## src/rtl/serial_detect_pkg.sv

```systemverilog
// Shared types and width helpers for the serial "10"-detector scheduler.
package serial_detect_pkg;

  typedef enum logic [1:0] {
    IDLE,
    CLR,
    SHIFT,
    REPORT
  } state_t;

  function automatic int unsigned id_width(input int unsigned n_req);
    return (n_req <= 2) ? 1 : $clog2(n_req);
  endfunction

  function automatic int unsigned cnt_width(input int unsigned word_w);
    return $clog2(word_w + 1);
  endfunction

  function automatic int unsigned bit_width(input int unsigned word_w);
    return (word_w <= 2) ? 1 : $clog2(word_w);
  endfunction

endpackage

```

## src/rtl/serial_detect_scheduler_if.sv

```systemverilog
// Requester / response bundle between the requesters and the scheduler.
interface serial_detect_scheduler_if #(
  parameter int unsigned N_REQ  = 4,
  parameter int unsigned WORD_W = 8
);
  localparam int unsigned ID_W  = serial_detect_pkg::id_width(N_REQ);
  localparam int unsigned CNT_W = serial_detect_pkg::cnt_width(WORD_W);

  logic [N_REQ-1:0]        req_valid;
  logic [N_REQ*WORD_W-1:0] req_data;
  logic [N_REQ-1:0]        req_ready;
  logic                    rsp_valid;
  logic [ID_W-1:0]         rsp_id;
  logic [CNT_W-1:0]        rsp_count;

  modport master (
    output req_valid, req_data,
    input  req_ready, rsp_valid, rsp_id, rsp_count
  );

  modport slave (
    input  req_valid, req_data,
    output req_ready, rsp_valid, rsp_id, rsp_count
  );
endinterface

```

## src/rtl/rr_arbiter.sv

```systemverilog
// Combinational round-robin pick: first requester after last_grant, wrapping.
module rr_arbiter
  import serial_detect_pkg::*;
#(
  parameter int unsigned N_REQ = 4,
  parameter int unsigned ID_W  = id_width(N_REQ)
) (
  input  logic             en,
  input  logic [N_REQ-1:0] req,
  input  logic [ID_W-1:0]  last_grant,
  output logic [N_REQ-1:0] grant,
  output logic [ID_W-1:0]  grant_idx,
  output logic             any_req
);

  logic [ID_W-1:0] cand;

  always_comb begin
    grant     = '0;
    grant_idx = '0;
    any_req   = 1'b0;
    cand      = '0;
    // Scan last_grant+1 .. last_grant+N_REQ so last_grant itself is checked last.
    for (int unsigned k = 1; k <= N_REQ; k++) begin
      cand = ID_W'((32'(last_grant) + k) % N_REQ);
      if (en && !any_req && req[cand]) begin
        any_req   = 1'b1;
        grant_idx = cand;
      end
    end
    if (any_req) grant = N_REQ'(1) << grant_idx;
  end

endmodule

```

## src/rtl/serial_detect_scheduler.sv

```systemverilog
// Time-shares an external Mealy "10" detector between N_REQ requesters.
module serial_detect_scheduler
  import serial_detect_pkg::*;
#(
  parameter int unsigned N_REQ  = 4,
  parameter int unsigned WORD_W = 8
) (
  input  logic                      clk,
  input  logic                      rst,
  serial_detect_scheduler_if.slave  bus,
  output logic                      det_in,
  output logic                      det_rst,
  input  logic                      det_out,
  output logic                      busy
);

  localparam int unsigned ID_W  = id_width(N_REQ);
  localparam int unsigned CNT_W = cnt_width(WORD_W);
  localparam int unsigned BIT_W = bit_width(WORD_W);

  state_t            state, state_nxt;
  logic [WORD_W-1:0] shreg;
  logic [CNT_W-1:0]  cnt, cnt_step, rsp_count_q;
  logic [BIT_W-1:0]  bit_cnt;
  logic [ID_W-1:0]   last_grant, id_q, rsp_id_q, grant_idx;
  logic [N_REQ-1:0]  grant;
  logic              any_req, arb_en, last_bit;
  logic [WORD_W-1:0] words [N_REQ];

  always_comb begin
    for (int unsigned i = 0; i < N_REQ; i++) words[i] = bus.req_data[i*WORD_W +: WORD_W];
  end

  // Gated by rst so req_ready stays low while reset is held.
  assign arb_en = (state == IDLE) && !rst;

  rr_arbiter #(
    .N_REQ(N_REQ),
    .ID_W (ID_W)
  ) u_arb (
    .en        (arb_en),
    .req       (bus.req_valid),
    .last_grant(last_grant),
    .grant     (grant),
    .grant_idx (grant_idx),
    .any_req   (any_req)
  );

  assign last_bit = (bit_cnt == BIT_W'(WORD_W - 1));
  assign cnt_step = cnt + CNT_W'(det_out);

  always_comb begin
    state_nxt = state;
    det_in    = 1'b0;
    case (state)
      IDLE:   if (any_req) state_nxt = CLR;
      CLR:    state_nxt = SHIFT;
      SHIFT: begin
        det_in = shreg[WORD_W-1];
        if (last_bit) state_nxt = REPORT;
      end
      REPORT: state_nxt = IDLE;
      default: state_nxt = IDLE;
    endcase
  end

  assign det_rst       = rst || (state == CLR);
  assign busy          = (state != IDLE);
  assign bus.req_ready = grant;
  assign bus.rsp_valid = (state == REPORT);
  assign bus.rsp_id    = rsp_id_q;
  assign bus.rsp_count = rsp_count_q;

  always_ff @(posedge clk) begin
    if (rst) begin
      state       <= IDLE;
      last_grant  <= ID_W'(N_REQ - 1);
      shreg       <= '0;
      cnt         <= '0;
      bit_cnt     <= '0;
      id_q        <= '0;
      rsp_id_q    <= '0;
      rsp_count_q <= '0;
    end else begin
      state <= state_nxt;
      case (state)
        IDLE: begin
          if (any_req) begin
            shreg      <= words[grant_idx];
            id_q       <= grant_idx;
            last_grant <= grant_idx;
            cnt        <= '0;
            bit_cnt    <= '0;
          end
        end
        SHIFT: begin
          shreg   <= shreg << 1;
          cnt     <= cnt_step;
          bit_cnt <= last_bit ? '0 : bit_cnt + 1'b1;
          // Result registers load as SHIFT ends so they are valid throughout REPORT.
          if (last_bit) begin
            rsp_count_q <= cnt_step;
            rsp_id_q    <= id_q;
          end
        end
        default: ;
      endcase
    end
  end

endmodule

```

## src/flat_wrapper.sv

```systemverilog
// flat-port wrapper written by rule: the top's interface ports become plain ports
module serial_detect_scheduler_flat import serial_detect_pkg::*;
#(
  parameter int unsigned N_REQ  = 4,
  parameter int unsigned WORD_W = 8
)
  (clk, rst, det_in, det_rst, det_out, busy, bus_req_valid, bus_req_data, bus_req_ready, bus_rsp_valid, bus_rsp_id, bus_rsp_count);
  serial_detect_scheduler_if #(.N_REQ(N_REQ), .WORD_W(WORD_W)) bus_i ();
  input  logic clk;
  input  logic rst;
  output logic det_in;
  output logic det_rst;
  input  logic det_out;
  output logic busy;
  input wire logic [$bits(bus_i.req_valid)-1:0] bus_req_valid;
  input wire logic [$bits(bus_i.req_data)-1:0] bus_req_data;
  output wire logic [$bits(bus_i.req_ready)-1:0] bus_req_ready;
  output wire logic [$bits(bus_i.rsp_valid)-1:0] bus_rsp_valid;
  output wire logic [$bits(bus_i.rsp_id)-1:0] bus_rsp_id;
  output wire logic [$bits(bus_i.rsp_count)-1:0] bus_rsp_count;
  assign bus_i.req_valid = bus_req_valid;
  assign bus_i.req_data = bus_req_data;
  assign bus_req_ready = bus_i.req_ready;
  assign bus_rsp_valid = bus_i.rsp_valid;
  assign bus_rsp_id = bus_i.rsp_id;
  assign bus_rsp_count = bus_i.rsp_count;
  serial_detect_scheduler #(.N_REQ(N_REQ), .WORD_W(WORD_W)) u_core (.clk(clk), .rst(rst), .bus(bus_i), .det_in(det_in), .det_rst(det_rst), .det_out(det_out), .busy(busy));
endmodule
```

## config.mk

```make
export PLATFORM = sky130hd
export DESIGN_NAME = serial_detect_scheduler_flat
export DESIGN_NICKNAME = d
export VERILOG_FILES = /design/src/rtl/serial_detect_pkg.sv /design/src/rtl/serial_detect_scheduler_if.sv /design/src/rtl/rr_arbiter.sv /design/src/rtl/serial_detect_scheduler.sv /design/src/flat_wrapper.sv
export SDC_FILE = /design/constraint.sdc
export NUM_CORES = 1
export LEC_CHECK = 0
export ABC_AREA = 1
export CAP_MARGIN = 20
export CORE_MARGIN = 10
export CORE_UTILIZATION = 48
export DETAILED_ROUTE_END_ITERATION = 10
export PLACE_DENSITY = 0.8
export SLEW_MARGIN = 0
export SYNTH_ARGS = -nofsm -noshare
export SYNTH_HDL_FRONTEND = slang
export SYNTH_HIERARCHICAL = 1
export SYNTH_SLANG_ARGS = --single-unit
```

## constraint.sdc

```tcl
create_clock -name clk -period 2.7 [get_ports clk]
set_clock_uncertainty 0.15 [all_clocks]
set_input_delay 0.54 -clock clk [delete_from_list [all_inputs] [get_ports clk]]
set_output_delay 0.54 -clock clk [all_outputs]
set_load 0.02 [all_outputs]
```

# == Word-level counts from Yosys, hierarchy flattened ==
# Cells that the tools add are included.
# op_classes
n_lt_le_gt_ge,5
bitwise,1
n_shift,1
muxes,31
add_sub_neg,6
reduce_logical,20
eq_ne,6
# ops
cell,n
two-way mux 8 bit,3
binary-select mux 8 bit (select 2 bit),1
one-hot mux 8 bit (2 select lines),1
"less-than comparator 2 x 3 -> 1 bit, second input constant",4
two-way mux 2 bit,6
two-way mux 1 bit,9
binary-select mux 1 bit (select 2 bit),4
logical AND 1 bit,8
two-way mux 4 bit,2
one-hot mux 2 bit (4 select lines),1
one-hot mux 4 bit (2 select lines),1
AND reduction 2 bit,4
two-way mux 3 bit,2
one-hot mux 3 bit (2 select lines),1
"adder 2 x 1 -> 2 bit, second input constant",2
"adder 2 bit, second input constant",2
adder 4 x 1 -> 4 bit,1
"equality test 2 bit, second input constant",2
zero test 1 bit,4
"inequality test 2 x 1 -> 1 bit, second input constant",2
nonzero test 2 bit,2
"left shift 1 x 2 -> 4 bit, first input constant",1
"adder 3 x 1 -> 3 bit, second input constant",1
"equality test 3 bit, second input constant",1
5 further kinds,5
# word_totals
register_bits,27
wordCells,78
output_inout_bits,14
input_bits,39

# == Logic depth before layout (Yosys ltp) ==
# logic_depth
ltp_word,23
ltp_mapped,18
depth_no_buf,16

# == Cells and area by module ==
# Netlist, hierarchy kept.
# modules_own_cells
module,area_per_inst_um2,seq_area_each_um2,cells_each,n_inst
serial_detect_scheduler,1521.5,540.5,224,1
rr_arbiter,345.3,0.0,75,1

# == Worst setup path after synthesis ==
# Ideal clock, no wire load.
# synth_path
kind,flip-flop to output port
startpoint,register u_core.state[0]
endpoint,output bus_req_ready[0]
path_buffers,0
stages_incl_launch_ff,9
required_ns,2.010
arrival_time_ns,1.961
setup_slack_ns,0.049
path_cell_list,dfxtp_1 -> inv_1 -> ha_1 -> inv_1 -> nor2_1 -> and3_1 -> nand3b_1 -> nand3_1 -> nor2_1
# synth_between
elab_cells_between_ends,22
cone_classes,shift (1); mux (9); reduce/logical (12)
# synth_rtl
item,line_no,text
start: declaration,serial_detect_scheduler.sv:21,"state_t state, state_nxt;"
start signal: assignment,serial_detect_scheduler.sv:85,state <= state_nxt;
zero test 2 bit (*),serial_detect_scheduler.sv:35,assign arb_en = (state == IDLE) && !rst;
logical AND 1 bit (*),serial_detect_scheduler.sv:35,
named net u_core.arb_en,serial_detect_scheduler.sv:27,"logic any_req, arb_en, last_bit;"
logical AND 1 bit,rr_arbiter.sv:26,if (en && !any_req && req[cand]) begin
two-way mux 1 bit,rr_arbiter.sv:26,
zero test 1 bit,rr_arbiter.sv:26,
logical AND 1 bit (2 in series),rr_arbiter.sv:26,
two-way mux 1 bit,rr_arbiter.sv:26,
zero test 1 bit,rr_arbiter.sv:26,
logical AND 1 bit (2 in series),rr_arbiter.sv:26,
two-way mux 1 bit,rr_arbiter.sv:26,
zero test 1 bit,rr_arbiter.sv:26,
logical AND 1 bit (2 in series),rr_arbiter.sv:26,
two-way mux 1 bit (*),rr_arbiter.sv:26,
named net u_core.any_req,serial_detect_scheduler.sv:27,
two-way mux 4 bit (*),rr_arbiter.sv:31,if (any_req) grant = N_REQ'(1) << grant_idx;
end: declaration,flat_wrapper.sv:17,output wire logic [$bits(bus_i.req_ready)-1:0] bus_req_ready;
# Mark *: on every way through the listed nets, which the timed path passes. The rest lies on a longest branch.

# == Final worst setup path ==
# layout_path
startpoint,register u_core.state[1]
endpoint,output bus_req_ready[0]
# layout_between
elab_chain_cells,18
elab_cells_between_ends,22
cone_classes,shift (1); mux (9); reduce/logical (12)
# layout_lines
item,line_no,text
zero test 2 bit (*),serial_detect_scheduler.sv:35,
logical AND 1 bit (*),serial_detect_scheduler.sv:35,
named net u_core.arb_en,serial_detect_scheduler.sv:27,
logical AND 1 bit,rr_arbiter.sv:26,
two-way mux 1 bit,rr_arbiter.sv:26,
zero test 1 bit,rr_arbiter.sv:26,
logical AND 1 bit (2 in series),rr_arbiter.sv:26,
two-way mux 1 bit,rr_arbiter.sv:26,
zero test 1 bit,rr_arbiter.sv:26,
logical AND 1 bit (2 in series),rr_arbiter.sv:26,
two-way mux 1 bit,rr_arbiter.sv:26,
zero test 1 bit,rr_arbiter.sv:26,
logical AND 1 bit (2 in series),rr_arbiter.sv:26,
two-way mux 2 bit (*),rr_arbiter.sv:26,
named net u_core.grant_idx[0],serial_detect_scheduler.sv:25,"logic [ID_W-1:0] last_grant, id_q, rsp_id_q, grant_idx;"
left shift 1 x 2 -> 4 bit (*),rr_arbiter.sv:31,
two-way mux 4 bit (*),rr_arbiter.sv:31,
# Marked as above.

==> results.sh <==
export IMPL_cp_required_ns=2.01
export IMPL_crit_arrival_ns=1.91
export IMPL_fin_nets=413
export IMPL_yosys_area_top_type="dfxtp_1"
export IMPL_ant_nets=0
export IMPL_max_slew_worst_pin_slew_ns=0.483
export IMPL_finalHoldViolCount=0
export IMPL_ir_drop_v=0.000638
export IMPL_ys_async_sr_fraction_pct=0
export IMPL_leakagePower_nw=1.33
export IMPL_area_delta_synth_final_pct=41.0
export IMPL_dr_pass1_iters=4
export IMPL_status="finished clean"
export IMPL_io_pins=53
export IMPL_diodes=0
export IMPL_overflow=0
export IMPL_cpMostUsedCell="inv_2"
export IMPL_synth_seq_area_share_pct=29.0
export IMPL_place_hpwl_mm=4.05
export IMPL_cts_max_level=1
export IMPL_p_per_area_nw_per_um2=933
export IMPL_yosys_warnings=6
export IMPL_ys_types=32
export IMPL_cp_max_fo=6
export IMPL_path_class="reg -> out"
export IMPL_vias=2066
export IMPL_numCtsBuffers=3
export IMPL_synth_top_area_share_pct=29.0
export IMPL_synth_ff_type="dfxtp_1"
export IMPL_maxSlewViolCount=0
export IMPL_antenna_found_initial=0
export IMPL_drive_gt1_share_pct=19.0
export IMPL_drt_iter0_markers=133
export IMPL_synth_edf_count=0
export IMPL_critPathCaptureType="output port"
export IMPL_start_kind="flop"
export IMPL_synthCells=299
export IMPL_finalSetupTns_ns=0
export IMPL_synth_most_common_cell="nand2_1"
export IMPL_die_x_um=82.4
export IMPL_grt_first_pass_wirelength_mm=8.29
export IMPL_max_freq_mhz=385
export IMPL_post_drt_wl_per_cell_um=12.9
export IMPL_post_cts_buffers=0
export IMPL_synth_fp_nets=347
export IMPL_grt_max_degree=19
export IMPL_period_share_pct=96.1
export IMPL_syn_mean_instance_area_um2=6.24
export IMPL_synthesis_area_um2=1870
export IMPL_cts_sinks=27
export IMPL_cts_clk_slew_worst_paths_ns=0.09
export IMPL_holdCritPathClass="reg -> reg"
export IMPL_cts_tree="done"
export IMPL_core_area_um2=3720
export IMPL_final_area_um2=2630
export IMPL_die_h_um=82.4
export IMPL_viasPerCell=5.01
export IMPL_cpPeakStageDelay_ns=0.34
export IMPL_track_usage_pct=15.0
export IMPL_slowest_stage="dfxtp_2"
export IMPL_place_area_um2=2530
export IMPL_total_power_mw=2.45
export IMPL_slew_headroom_pct=67.8
export IMPL_insertion_delay_ns=0.28
export IMPL_io_buffer_count=52
export IMPL_die_area_um2=6780
export IMPL_crit_chain="inv_2 > ha_2 > inv_2 > nor2_4 > buf_6 > buf_4 > a21oi_1 > o21ai_1 > nand2_2 > inv_2 > nor2_1 > buf_4"
export IMPL_synth_common_cells="95 x nand2_1, 38 x nand3_1, 28 x inv_1"
export IMPL_fin_crit_ns=2.60
export IMPL_placement_rows=22
export IMPL_cts_root_buf="clkbuf_8"
export IMPL_drv_cap=0
export IMPL_yosys_top_cells_area="dfxtp_1 29%, nand2_1 19%, nand3_1 10%"
export IMPL_start_util_pct=50.2
export IMPL_ys_ff_latch=27
export IMPL_wirelength_mm=5.33
export IMPL_drc=0
export IMPL_grt_pass1_vias=1819
export IMPL_setup_violations=0
export IMPL_clockBufferDepth=2
export IMPL_gp_congestion=0.839
## per-layer routing
| layer | share of wire [%] | global-route usage (%) | up-vias |
|---|---|---|---|
| li1 | - | - | 1086 |
| met1 | 42 | 18.8 | 922 |
| met2 | 51 | 26.0 | 52 |
| met3 | 5.8 | 3.35 | 6 |
| met4 | 0.90 | 2.55 | 0 |
| met5 | 0 | 0 | - |
## area by class of cell
type                    count  area [um2]
fillers                   310        1080
inverters                  34         135
flip-flops and latches     27         544
multi-input cells         228        1180
well taps                  48        60.1
clock buffers               3        41.3
repair buffers             71         666
clock inverters             1        7.51
## worst paths after layout
kind	start	end	slack [ns]	depth (start not counted)
worst max-delay path	u_core/state[1]$_SDFFE_PP0P_	bus_req_ready[0]	0.10	12
worst min-delay path	u_core/cnt[0]$_SDFFE_PP0P_	u_core/cnt[0]$_SDFFE_PP0P_	0.32	2
worst max register to register	u_core/state[1]$_SDFFE_PP0P_	u_core/shreg[1]$_SDFFE_PP0P_	0.28	16
worst min register to register	u_core/cnt[0]$_SDFFE_PP0P_	u_core/cnt[0]$_SDFFE_PP0P_	0.32	2
## cell families (layout without fill, tap and decap cells)
group | count (synthesis) | count (layout) | synth area share (%)
simple gates | 177 | 177 | 41.4
xor+xnor | 1 | 1 | 0.469
compound gates | 41 | 41 | 12.5
buf+inv | 44 | 109 | 10.6
flops | 27 | 27 | 29.0
fa+ha+maj | 9 | 9 | 6.03
## worst max-delay path: cells and delay by family (launching register included)
family / cells / cell delay [ns]
AO/OA/AOI/OAI: 2 / 0.28
adder cells (fa/ha/maj): 1 / 0.18
buffers and inverters: 6 / 0.58
AND/OR/NAND/NOR: 3 / 0.27
flip-flops: 1 / 0.34
## placed cells by master, fill, tap and decap left out, types with 2 or more instances in the layout
| master | instances |
|---|---|
| o21ai_1 | 2 |
| a21oi_1 | 15 |
| nand3_2 | 3 |
| nand3_1 | 35 |
| nor2_2 | 4 |
| buf_4 | 22 |
| clkbuf_8 | 3 |
| dfxtp_2 | 3 |
| clkdlybuf4s50_1 | 43 |
| a21oi_2 | 2 |
| o21ai_0 | 17 |
| nand2_1 | 89 |
| dlymetal6s2s_1 | 4 |
| nand2_2 | 10 |
| nand2_4 | 2 |
| nor3_1 | 2 |
| inv_2 | 8 |
| dfxtp_1 | 24 |
| inv_1 | 24 |
| nor2_1 | 24 |
| nand4_1 | 2 |
| ha_1 | 8 |
| nor2_4 | 3 |
## sequential cells by signal, indices dropped and copies added, names as in the netlist
signal,count
u_core/shreg,8
u_core/bus.rsp_count,4
u_core/cnt,4
u_core/bit_cnt,3
u_core/bus.rsp_id,2
u_core/id_q,2
u_core/last_grant,2
u_core/state,2
## repair_timing
item | in CTS | in global routing
hold buffers | 0 | 0
endpoints found under the setup margin | 4 | 6
resized for setup | 22 | 26
pin swaps | 0 | 8
## power breakdown
part,leakage [nW],switching (mW),internal [mW]
sequential,0.221,0.0535,0.485
combinational,1.08,1.03,0.648
clock,0.0217,0.132,0.105
## metrics by stage
stage | instances | utilization [%] | hold slack, ns | worst slack, ns
floorplan | 299 | - | 0.291 | 0.0495
global placement | 408 | 68.0 | 0.302 | -0.461
detailed placement | 408 | 68.0 | 0.310 | -0.502
CTS | 412 | 69.1 | 0.324 | -0.00789
global route | 412 | 70.8 | 0.345 | -0.0582
finish | 412 | 70.8 | 0.322 | 0.104
Power figures use the tool's default switching activity.
